<file path="src/rtl/dll_enc_arbiter.sv">
// rtl/dll_enc_arbiter.sv - round-robin sharing of one two-stage DLL priority encoder
// Optional issue counter port enabled by DLL_ENC_ARB_STATS_EN.
module dll_enc_arbiter #(
    parameter int NUM_CHAN  = 4,
    parameter int CHAN_BITS = 2
) (
    input  logic                   clk,
    input  logic                   reset,
    input  logic                   en,
    input  logic [NUM_CHAN-1:0]    req,
    input  logic [19*NUM_CHAN-1:0] req_value,
    output logic [NUM_CHAN-1:0]    grant,
    output logic [18:0]            enc_in,
    input  logic [4:0]             enc_out,
    output logic                   result_valid,
    output logic [CHAN_BITS-1:0]   result_chan,
    output logic [4:0]             result_pos,
    output logic                   idle
`ifdef DLL_ENC_ARB_STATS_EN
    ,
    output logic [15:0]            issue_count
`endif
);

    typedef enum logic [1:0] {
        S_IDLE  = 2'd0,
        S_RUN   = 2'd1,
        S_DRAIN = 2'd2
    } state_t;

    state_t               state, state_next;
    logic [CHAN_BITS-1:0] ptr;
    logic [NUM_CHAN-1:0]  eligible;
    logic                 sel_found;
    logic [CHAN_BITS-1:0] sel_idx;
    int                   cand;
    logic                 issue;

    logic                 tag0_v, tag1_v, tag2_v;
    logic [CHAN_BITS-1:0] tag0_c, tag1_c, tag2_c;

    // The channel granted last edge still shows req high this cycle.
    assign eligible = req & ~grant;

    always_comb begin
        sel_found = 1'b0;
        sel_idx   = '0;
        cand      = 0;
        for (int k = 0; k < NUM_CHAN; k++) begin
            cand = int'(ptr) + k;
            if (cand >= NUM_CHAN)
                cand = cand - NUM_CHAN;
            if (!sel_found && eligible[cand]) begin
                sel_found = 1'b1;
                sel_idx   = CHAN_BITS'(cand);
            end
        end
    end

    assign issue = (state == S_RUN) && en && sel_found;

    always_comb begin
        state_next = state;
        case (state)
            S_IDLE:  if (en) state_next = S_RUN;
            S_RUN:   if (!en) state_next = S_DRAIN;
            S_DRAIN: begin
                // Look at next-cycle tags so idle rises on the edge retiring the last issue.
                if (en)
                    state_next = S_RUN;
                else if (!tag0_v && !tag1_v)
                    state_next = S_IDLE;
            end
            default: state_next = S_IDLE;
        endcase
    end

    always_ff @(posedge clk or posedge reset) begin
        if (reset) begin
            state  <= S_IDLE;
            ptr    <= '0;
            grant  <= '0;
            enc_in <= '0;
        end else begin
            state <= state_next;
            if (issue) begin
                grant  <= NUM_CHAN'(1) << sel_idx;
                enc_in <= req_value[19*int'(sel_idx) +: 19];
                ptr    <= (sel_idx == CHAN_BITS'(NUM_CHAN - 1)) ? '0 : sel_idx + 1'b1;
            end else begin
                grant <= '0;
            end
        end
    end

    always_ff @(posedge clk or posedge reset) begin
        if (reset) begin
            tag0_v       <= 1'b0;
            tag1_v       <= 1'b0;
            tag2_v       <= 1'b0;
            tag0_c       <= '0;
            tag1_c       <= '0;
            tag2_c       <= '0;
            result_valid <= 1'b0;
            result_chan  <= '0;
            result_pos   <= '0;
        end else begin
            tag0_v <= issue;
            tag0_c <= sel_idx;
            tag1_v <= tag0_v;
            tag1_c <= tag0_c;
            tag2_v <= tag1_v;
            tag2_c <= tag1_c;
            result_valid <= tag2_v;
            if (tag2_v) begin
                result_chan <= tag2_c;
                result_pos  <= enc_out;
            end
        end
    end

    assign idle = (state == S_IDLE) && !tag0_v && !tag1_v && !tag2_v;

`ifdef DLL_ENC_ARB_STATS_EN
    always_ff @(posedge clk or posedge reset) begin
        if (reset)
            issue_count <= '0;
        else if (!en && idle)
            issue_count <= '0;
        else if (issue && issue_count != 16'hFFFF)
            issue_count <= issue_count + 16'd1;
    end
`endif

endmodule

</file>
<file path="config.mk">
export PLATFORM = sky130hd
export DESIGN_NAME = dll_enc_arbiter
export DESIGN_NICKNAME = d
export VERILOG_FILES = /design/src/rtl/dll_enc_arbiter.sv
export SDC_FILE = /design/constraint.sdc
export NUM_CORES = 1
export LEC_CHECK = 0
export BUFFER_PORTS_ARGS = -buffer_cell sky130_fd_sc_hd__buf_2
export CAP_MARGIN = 10
export CORE_MARGIN = 1
export CORE_UTILIZATION = 40
export DETAILED_ROUTE_END_ITERATION = 12
export GPL_TIMING_DRIVEN = 0
export PLACE_DENSITY_LB_ADDON = 0.2
export SETUP_SLACK_MARGIN = 0.1
export SYNTH_ARGS = -nofsm -noshare
export SYNTH_HDL_FRONTEND = slang
export SYNTH_SLANG_ARGS = --single-unit
</file>
<file path="constraint.sdc">
create_clock -name clk -period 2.3 [get_ports clk]
set_input_delay 0.115 -clock clk [delete_from_list [all_inputs] [get_ports clk]]
set_output_delay 0.115 -clock clk [all_outputs]
set_load 0.1 [all_outputs]
</file>
==> impl_results.md, run 1 <==
* Port buffer count at 119
* Initial antenna violation count at 0
* Final WL at 6560 um
* Worst Setup End Kind: flop
* HP Class: in -> reg
* First-pass GRT wire length at 10,500 um
* Mapped Nets at 317
* Sequential fraction of the synthesis area at 43.4%
* Area after DPL at 3270 sq um
* Row count at 28
* Top-area cell type share of the netlist area at 43.4%
* CTS tree: yes
* Slew HR at 66.0%
* Final setup fails at 0
* DIE AREA at 6670 sq um
* Final setup TNS at 0 ns
* Skew final at 0.00812 ns
* WP data required at 2.47 ns
* Reg2reg end: ptr[1]
* Most frequent cells in the layout: 125 x buf_2, 40 x dfrtp_1, 22 x inv_1
* Period utilization at 87.0%
* Die width at 81.7 um
* Max-cap violations at 0
* Root Buffer: clkbuf_8
* Synthesized area per cell at 11.1 sq um
* Status: finished clean
* Number of global-route vias before repair at 2,259
* Tot GR Track Use at 20.9%
* Worst Path Max Fanout at 10
* FF-to-FF Start: grant[0]
* Clock Latency Late Sink at 0.29 ns
* Largest net degree at the start of global routing at 30
* Antenna viol nets, final at 0
* Crit path DAT at 2.17 ns
* Cell Count Post-Placement at 423
* Yosys top cell by area: dfrtp_1
* Worst ir drop on vdd at 0.000884 V
* Power density cells at 1510 nW/um^2
* Max-slew violation count at 0
* Die Height at 81.7 um
* Reg2Reg Setup Slack at 0.30 ns
* Worst hold slack at 0.0495 ns
* Fmax at 500 MHz
* 1st-iter DRT viols at 35
* Tmin final at 2.00 ns
* Mapped Area at 2540 sq um
* RSZ-0062 raised after global routing: false
* Warnings from Yosys at 0
* Fin. Hold Viols at 0
* GPL Wtd Cong at 0.765
* Leak Pwr at 1.69 nW
* Final Util at 57.0%
* Vias at 2,254
* Synth Instances at 228
* Worst slew pin tran at 0.510 ns
* Clk buf depth at 2
* Vias per cell at 5.21
* #FFs+latches synth at 44
* Routed len/inst at 15.1 um
* # diodes at 0
* Hold Crit Depth at 2
* Starting Density at 42.1%
* Ports at 120
* CTS buffer count at 5
* Worst-path clk slew at 0.09 ns
* Hold_sp: enc_out[2]
* Pwr Total at 5.19 mW
* Clock H-tree levels at 2
* Non-Filler Instances at 433
* DR DRC count at 0
* Clock sink count at 44
* PnR worst setup slack at 0.299 ns
* Fraction of layout cells with a size suffix above 1 at 49.2%
* Most common cell after layout, fill and taps aside: buf_2
* 1st-pass router iterations at 4
* Setup WS pre-CTS at 0.185 ns
* Dpl hpwl at 4930 um
* Hold endpoint: result_pos[2]
* Largest cells by area after synthesis: dfrtp_1 43%, mux2i_1 7.5%, o221ai_1 6.6%
* Final instance area at 3430 sq um
* Global route overflow at 0
* Synth unique cells at 34
* Setup CP Type: reg -> reg
* Reg2Reg Depth at 9
* CP Launch Type: flop
* Area delta synth->final at 35.2%
* Core area at 6030 sq um
* Layout Nets at 446
## routing by layer
layer | track usage [%] | vias to the layer above | part of all wire, %
li1 | - | 1119 | -
met1 | 26.9 | 1048 | 45
met2 | 35.6 | 81 | 48
met3 | 4.56 | 6 | 6.0
met4 | 5.44 | 0 | 0.85
met5 | 0 | - | 0
## report_power, final
| part | leakage [nW] | switching [mW] | internal [mW] |
|---|---|---|---|
| Clock | 0.0654 | 0.264 | 0.434 |
| Sequential | 0.527 | 0.147 | 1.06 |
| Combinational | 1.09 | 2.43 | 0.855 |
| Total | 1.69 | 2.84 | 2.35 |
## logic make-up (layout without fill, tap and decap cells)
| kind of cell | count (synthesis) | count (layout) | synth area share [%] |
|---|---|---|---|
| AO/OA/AOI/OAI | 88 | 88 | 30.7 |
| buffers and inverters | 45 | 175 | 9.02 |
| flip-flops | 44 | 44 | 43.4 |
| multiplexers | 27 | 27 | 11.0 |
| AND/OR/NAND/NOR | 23 | 23 | 5.42 |
| adder cells (fa/ha/maj) | 1 | 1 | 0.493 |
## worst max path at each step
stage | slack, ns | start | to
after floorplan | 0.20 | grant[0] | ptr[1]
after global placement | 0.22 | grant[2] | enc_in[15]
after detailed placement | 0.18 | state[1] | enc_in[16]
after CTS | 0.16 | state[1] | enc_in[15]
after global routing | 0.15 | state[1] | enc_in[13]
final | 0.30 | grant[0] | ptr[1]
## cell usage after synthesis (all sizes together)
cell     count
nand2b       5
nand3b       2
o2bb2ai     19
nor3         1
mux2         8
buf         17
ha           1
a21oi        2
mux2i       19
o22a         1
o211ai      19
o311a        1
dfrtp       44
o221ai      19
nor2b        2
or3b         2
inv         23
clkbuf       5
a21boi       1
and2         1
or2          1
o21a        19
nand2        2
and3b        1
nor4         1
nor2         5
o21ai        6
a41oi        1
## area by class of cell
type,count,area (sq um)
timing repair buffer,122,636
multi-input combinational,139,1230
inverter,23,86.3
sequential,44,1110
clock inverter,2,60.1
fill,548,2590
tap,75,93.8
buffer,22,144
clock buffer,6,72.6
## state kept, by name, indices dropped and copies added, names as in the netlist
register / count
enc_in: 19
result_pos: 5
grant: 4
ptr: 2
result_chan: 2
state: 2
tag0_c: 2
tag1_c: 2
tag2_c: 2
result_valid: 1
tag0_v: 1
tag1_v: 1
tag2_v: 1
## repair_timing
item,4_1_cts,5_1_grt
hold buffers,2,0
gates resized for setup,0,4
endpoints found under the setup margin,0,9
hold endpoints to repair,16,0
buffers inserted,0,0
## worst max-delay path, cell delays in order, from the launching register on
cell	delay (ns)
dfrtp_2	0.43
or3b_1	0.43
o21ai_2	0.09
o22a_1	0.15
buf_4	0.15
buf_4	0.18
inv_1	0.05
ha_1	0.27
nand2_1	0.06
o21ai_0	0.08
Power figures use the tool's default switching activity.
==> run 2, diff against run 1 <==
--- a/config.mk
+++ b/config.mk
@@ -12,6 +12,7 @@
 export DETAILED_ROUTE_END_ITERATION = 12
 export GPL_TIMING_DRIVEN = 0
 export PLACE_DENSITY_LB_ADDON = 0.2
+export RECOVER_POWER = 50
 export SETUP_SLACK_MARGIN = 0.1
 export SYNTH_ARGS = -nofsm -noshare
 export SYNTH_HDL_FRONTEND = slang
==> run 2 against run 1 <==
  * Count of clock-buffer cells in the layout did not move
  * Clock skew barely moved
  * First-iteration DRC count rose by 23%
  * Non-clock buffer count did not move
  * Clock power barely moved
  * Routed wire length barely moved
  * Worst setup slack barely moved
  * Sequential cell count did not move
  * Global-route usage did not move
  * Largest cell class unchanged
==> impl_results.md, run 2 (synthesized netlist as in run 1, its figures left out) <==
* Status: finished clean
* Final setup TNS at 0 ns (unchanged)
* Non-Filler Instances at 433 (unchanged)
* Clock H-tree levels at 2 (unchanged)
* First-pass GRT wire length at 10,500 um (unchanged)
* Biggest registers after layout: enc_in (19), result_pos (5), grant (4)
* DR DRC count at 0 (unchanged)
* Row count at 28 (unchanged)
* Largest net degree at the start of global routing at 30 (unchanged)
* CTS tree: yes
* Tmin final at 2.00 ns (+0.000456 ns)
* Vias at 2,258 (+0.18%)
* Period utilization at 87.0% (about the same)
* Largest register FFs at 19 (unchanged)
* Crit path DAT at 2.17 ns (about the same)
* Fraction of layout cells with a size suffix above 1 at 46.9% (-2.2 points)
* Final instance area at 3410 sq um (-0.69%)
* Global route overflow at 0 (unchanged)
* Slew HR at 22.7% (-43 points)
* Worst Path Max Fanout at 10 (unchanged)
* CP most frequent cell: buf_4
* Buffers and inverters on the worst path at 3 (unchanged)
* Root Buffer: clkbuf_8
* 1st-pass router iterations at 4 (unchanged)
* Max-cap violations at 0 (unchanged)
* Area after DPL at 3270 sq um (unchanged)
* Cell Chain, Critical Path: or3b_1, o21ai_2, o22a_1, buf_4, buf_4, inv_1, ha_1, nand2_1, o21ai_0
* Leak Pwr at 1.66 nW (-1.5%)
* Starting Density at 42.1% (unchanged)
* GPL Wtd Cong at 0.765 (unchanged)
* Crit path largest cell delay at 0.43 ns (about the same)
* Clock Latency Late Sink at 0.29 ns (about the same)
* Fin. Hold Viols at 0 (unchanged)
* 1st-iter DRT viols at 43 (+23%)
* CTS buffer count at 5 (unchanged)
* HP Class: in -> reg
* Worst ir drop on vdd at 0.000884 V (about the same)
* Core area at 6030 sq um (unchanged)
* Area delta synth->final at 34.3%
* Fmax at 500 MHz (about the same)
* Most frequent cells in the layout: 118 x buf_2, 40 x dfrtp_1, 23 x inv_1
* Layout Nets at 446 (unchanged)
* Largest Register: enc_in
* Clk buf depth at 2 (unchanged)
* Clock sink count at 44 (unchanged)
* Dpl hpwl at 4930 um (unchanged)
* Vias per cell at 5.21 (+0.18%)
* Worst slew pin tran at 1.16 ns (+0.655 ns)
* RSZ-0062 raised after global routing: false
* Tot GR Track Use at 20.9% (unchanged)
* Port buffer count at 119 (unchanged)
* Ports at 120 (unchanged)
* Final setup fails at 0 (unchanged)
* Slowest stage cell, crit path: dfrtp_2
* Setup CP Type: reg -> reg
* Delay-heaviest family, CP: simple AND/OR/NAND/NOR gates
* Final WL at 6560 um (about the same)
* Die Height at 81.7 um (unchanged)
* Fill count at 555 (+1.3%)
* CP Launch Type: flop
* Final Util at 56.6% (-0.39 points)
* Worst-path clk slew at 0.09 ns (about the same)
* DIE AREA at 6670 sq um (unchanged)
* Routed len/inst at 15.1 um (about the same)
* Number of global-route vias before repair at 2,259 (unchanged)
* Setup Fix Bufs, Post-CTS at 0 (unchanged)
* WP data required at 2.47 ns (about the same)
* Skew final at 0.00792 ns (-0.000198 ns)
* Die width at 81.7 um (unchanged)
* Antenna viol nets, final at 0 (unchanged)
* Initial antenna violation count at 0 (unchanged)
* Worst Setup End Kind: flop
* Power density cells at 1520 nW/um^2 (+0.44%)
* Max-slew violation count at 0 (unchanged)
* Most common cell after layout, fill and taps aside: buf_2
* # diodes at 0 (unchanged)
* Cell Count Post-Placement at 423 (unchanged)
==> run 2: cell types whose count changed in the layout (fill, tap and decap cells not counted), sizes merged <==
cell / previous run / this run
clkbuf: 10 / 18
buf: 138 / 130
==> run 2: what timing repair did <==
action / in CTS / in global routing
endpoints found under the hold margin: 16 / 0
gates resized for setup: 0 / 4
hold buffers: 2 / 0
setup endpoints to repair: 0 / 9
==> run 2: layer usage <==
layer / share of wire [%] / global-route usage [%]
met1: 45 / 26.9
met2: 48 / 35.6
met3: 6.2 / 4.56
met4: 0.85 / 5.44
met5: 0 / 0
==> run 2: path summary, 6_finish.rpt <==
check / startpoint / end / slack (ns) / depth (start not counted)
worst max-delay path: grant[0] / ptr[1] / 0.30 / 9
worst min-delay path: enc_out[2] / result_pos[2] / 0.05 / 2
worst max register to register: grant[0] / ptr[1] / 0.30 / 9
worst min register to register: tag0_c[1] / tag1_c[1] / 0.35 / 0
max in group asynchronous: reset / grant[1] / 0.71 / 4
min in group asynchronous: reset / enc_in[4] / 0.45 / 3
==> run 2: worst register-to-register path, cell delays in order (launching register included) <==
cell	delay (ns)
dfrtp_2	0.43
or3b_1	0.43
o21ai_2	0.09
o22a_1	0.15
buf_4	0.15
buf_4	0.18
inv_1	0.06
ha_1	0.27
nand2_1	0.06
o21ai_0	0.08
==> run 2: through the flow <==
| stage | power [mW] | setup slack, ns | hold slack, ns |
|---|---|---|---|
| final | 5.18 | 0.298 | 0.0499 |
| after floorplan | 3.93 | 0.202 | 0.178 |
| after CTS | 5.22 | 0.163 | 0.0430 |
| after global placement | 4.47 | 0.220 | 0.291 |
| after global routing | 5.44 | 0.149 | 0.0411 |
| after detailed placement | 4.51 | 0.185 | 0.118 |
==> run 2: cell type report <==
type	instances	area, sq um	area share (%)
clock buffer	6	72.6	2.13
inverter	23	86.3	2.53
tap	75	93.8	2.75
multi-input combinational	139	1230	36.2
clock inverter	2	60.1	1.76
sequential	44	1110	32.4
timing repair buffer	122	612	17.9
buffer	22	144	4.22
==> run 2: report_power, final <==
part / leakage, nW / total [mW] / switching (mW) / internal (mW)
combinational: 1.07 / 3.27 / 2.43 / 0.842
sequential: 0.527 / 1.21 / 0.147 / 1.06
clock: 0.0654 / 0.697 / 0.263 / 0.434
==> run 3, diff against run 2 <==
--- a/config.mk
+++ b/config.mk
@@ -5,11 +5,11 @@
 export SDC_FILE = /design/constraint.sdc
 export NUM_CORES = 1
 export LEC_CHECK = 0
-export BUFFER_PORTS_ARGS = -buffer_cell sky130_fd_sc_hd__buf_2
 export CAP_MARGIN = 10
 export CORE_MARGIN = 1
 export CORE_UTILIZATION = 40
 export DETAILED_ROUTE_END_ITERATION = 12
+export DONT_BUFFER_PORTS = 1
 export GPL_TIMING_DRIVEN = 0
 export PLACE_DENSITY_LB_ADDON = 0.2
 export RECOVER_POWER = 50
==> run 3 against run 2 <==
  * Via count shrank 15%
  * Critical path type is now reg -> out
  * Worst setup slack worse by 0.16 ns
  * Clock skew down 0.0045 ns
  * Sequential cell count stayed put
  * Routed wire length is 4.6% lower
  * Non-clock buffer count down 101
  * Critical endpoint is now idle
==> impl_results.md, run 3 (synthesized netlist as in run 1, its figures left out) <==
* Non-Filler Instances at 332 (-23%)
* 1st-iter DRT viols at 43 (unchanged)
* Starting Density at 42.1% (unchanged)
* DIE AREA at 6670 sq um (unchanged)
* Largest Register: enc_in
* Delay-heaviest family, CP: simple AND/OR/NAND/NOR gates
* Die width at 81.7 um (unchanged)
* Most Crowded Layer GR: met2
* Max-slew violation count at 0 (unchanged)
* Routed len/inst at 18.8 um (+24%)
* Setup CP Type: reg -> out
* Tmin final at 2.16 ns (+0.158 ns)
* Initial antenna violation count at 0 (unchanged)
* Fmax at 463 MHz (-7.3%)
* Largest register FFs at 19 (unchanged)
* Crit path DAT at 2.04 ns (-0.13 ns)
* Clock Latency Late Sink at 0.30 ns (about the same)
* Status: finished clean
* Die Height at 81.7 um (unchanged)
* 1st-pass router iterations at 4 (unchanged)
* Cell Chain, Critical Path: or2_0, nor4_4
* Sequential standard cell area at 1120 sq um (+0.91%)
* Reg2Reg Setup Slack at 0.18 ns (-0.12 ns)
* Vias per cell at 5.77 (+11%)
* Most frequent cells in the layout: 40 x dfrtp_1, 23 x inv_1
* Period utilization at 93.9% (+6.9 points)
* RSZ-0062 raised after global routing: false
* WP data required at 2.18 ns (-0.29 ns)
* Worst slew pin tran at 1.31 ns (+0.144 ns)
* CTS buffer count at 5 (unchanged)
* Tot GR Track Use at 19.6% (-1.3 points)
* Slew HR at 12.1% (-11 points)
* Buffers and inverters on the worst path at 0 (-3)
* Cell Count Post-Placement at 304 (-28%)
* Slowest stage cell, crit path: nor4_4
* Final setup fails at 0 (unchanged)
* Vias at 1,916 (-15%)
* Most common cell after layout, fill and taps aside: dfrtp_1
* Leak Pwr at 1.28 nW (-23%)
* Worst ir drop on vdd at 0.00102 V (+15%)
* M3 GR Usage at 5.56% (+1.0 points)
* Root Buffer: clkbuf_8
* Largest net degree at the start of global routing at 30 (unchanged)
* Final WL at 6260 um (-4.6%)
* Worst Setup End Kind: output port
* Fraction of layout cells with a size suffix above 1 at 25.3% (-22 points)
* Clock H-tree levels at 2 (unchanged)
* Fin. Hold Viols at 0 (unchanged)
* Number of global-route vias before repair at 1,968 (-13%)
* # diodes at 0 (unchanged)
* Layout Nets at 345 (-23%)
* Met2 Resource Use GR at 32.5% (-3.1 points)
* Max-cap violations at 0 (unchanged)
* Ports at 120 (unchanged)
* Area of the multi-input gates at 1250 sq um (+1.2%)
* Skew final at 0.00342 ns (-0.00450 ns)
* Clock sink count at 44 (unchanged)
* Antenna viol nets, final at 0 (unchanged)
* GR Util met1 at 24.3% (-2.6 points)
* Crit path largest cell delay at 1.08 ns (+0.65 ns)
* DR DRC count at 0 (unchanged)
* Global route overflow at 0 (unchanged)
* Port buffer count at 0 (-100%)
* Dpl hpwl at 4600 um (-6.7%)
* CP Launch Type: flop
* PnR worst setup slack at 0.141 ns (-0.158 ns)
* CTS tree: yes
* Power density cells at 1600 nW/um^2 (+5.1%)
* GPL Wtd Cong at 0.745 (-2.6%)
* HP Class: in -> reg
* Fill count at 563 (+1.4%)
* Clk buf depth at 2 (unchanged)
* Area delta synth->final at 17.9%
* Biggest registers after layout: enc_in (19), result_pos (5), grant (4)
* Core area at 6030 sq um (unchanged)
* Row count at 28 (unchanged)
* Worst-path clk slew at 0.08 ns (about the same)
* First-pass GRT wire length at 9600 um (-8.4%)
* Setup WS pre-CTS at -0.145 ns (-0.329 ns)
* Worst Path Max Fanout at 2 (-8)
run 3: worst paths after layout:
check                               from          to  depth (start not counted)
hold reg to reg                tag0_c[1]   tag1_c[1]                          0
max in group asynchronous          reset    grant[0]                          3
setup reg to reg                grant[2]   enc_in[8]                          7
hold / removal             req_value[24]   enc_in[5]                          2
min in group asynchronous          reset  enc_in[15]                          2
setup / recovery                  tag0_v        idle                          2
run 3: layout make-up:
cell class              count  area share, %
plain buffers              22           5.39
repair buffers             21           6.60
clock buffers               6           2.42
flip-flops and latches     44           37.3
well taps                  75           3.13
clock inverters             2          0.543
multi-input cells         139           41.7
inverters                  23           2.88
run 3: timing repair:
item | in CTS | in global routing
hold buffers | 17 | 0
pin swaps | 1 | 4
gates resized for setup | 11 | 9
setup buffers | 0 | 3
setup endpoints to repair | 23 | 22
endpoints found under the hold margin | 29 | 0
run 3: power by group:
part,switching [mW],internal (mW),total (mW)
registers,1.82,1.03,2.85
clock network,0.266,0.216,0.482
logic,0.707,0.736,1.44
run 3: metrics by stage:
| step | power [mW] | util, % | instance area (sq um) | setup TNS (ns) | hold slack (ns) |
|---|---|---|---|---|---|
| 2_1_floorplan | 3.93 | - | 2560 | 0 | 0.178 |
| 3_3_place_gp | 4.21 | 44.0 | 2650 | -0.665 | 0.179 |
| 3_5_place_dp | 4.22 | 44.4 | 2670 | -0.889 | 0.00592 |
| 4_1_cts | 4.77 | 49.2 | 2970 | 0 | 0.000340 |
| 5_1_grt | 5.01 | 49.7 | 2990 | 0 | 0.00231 |
| 6_report | 4.78 | 49.7 | 2990 | 0 | 0.00870 |
run 3: routing by layer:
layer	up-vias	part of all wire, %
met5	-	0
met4	0	1.1
met3	5	8.1
met2	76	48
met1	922	43
li1	913	-
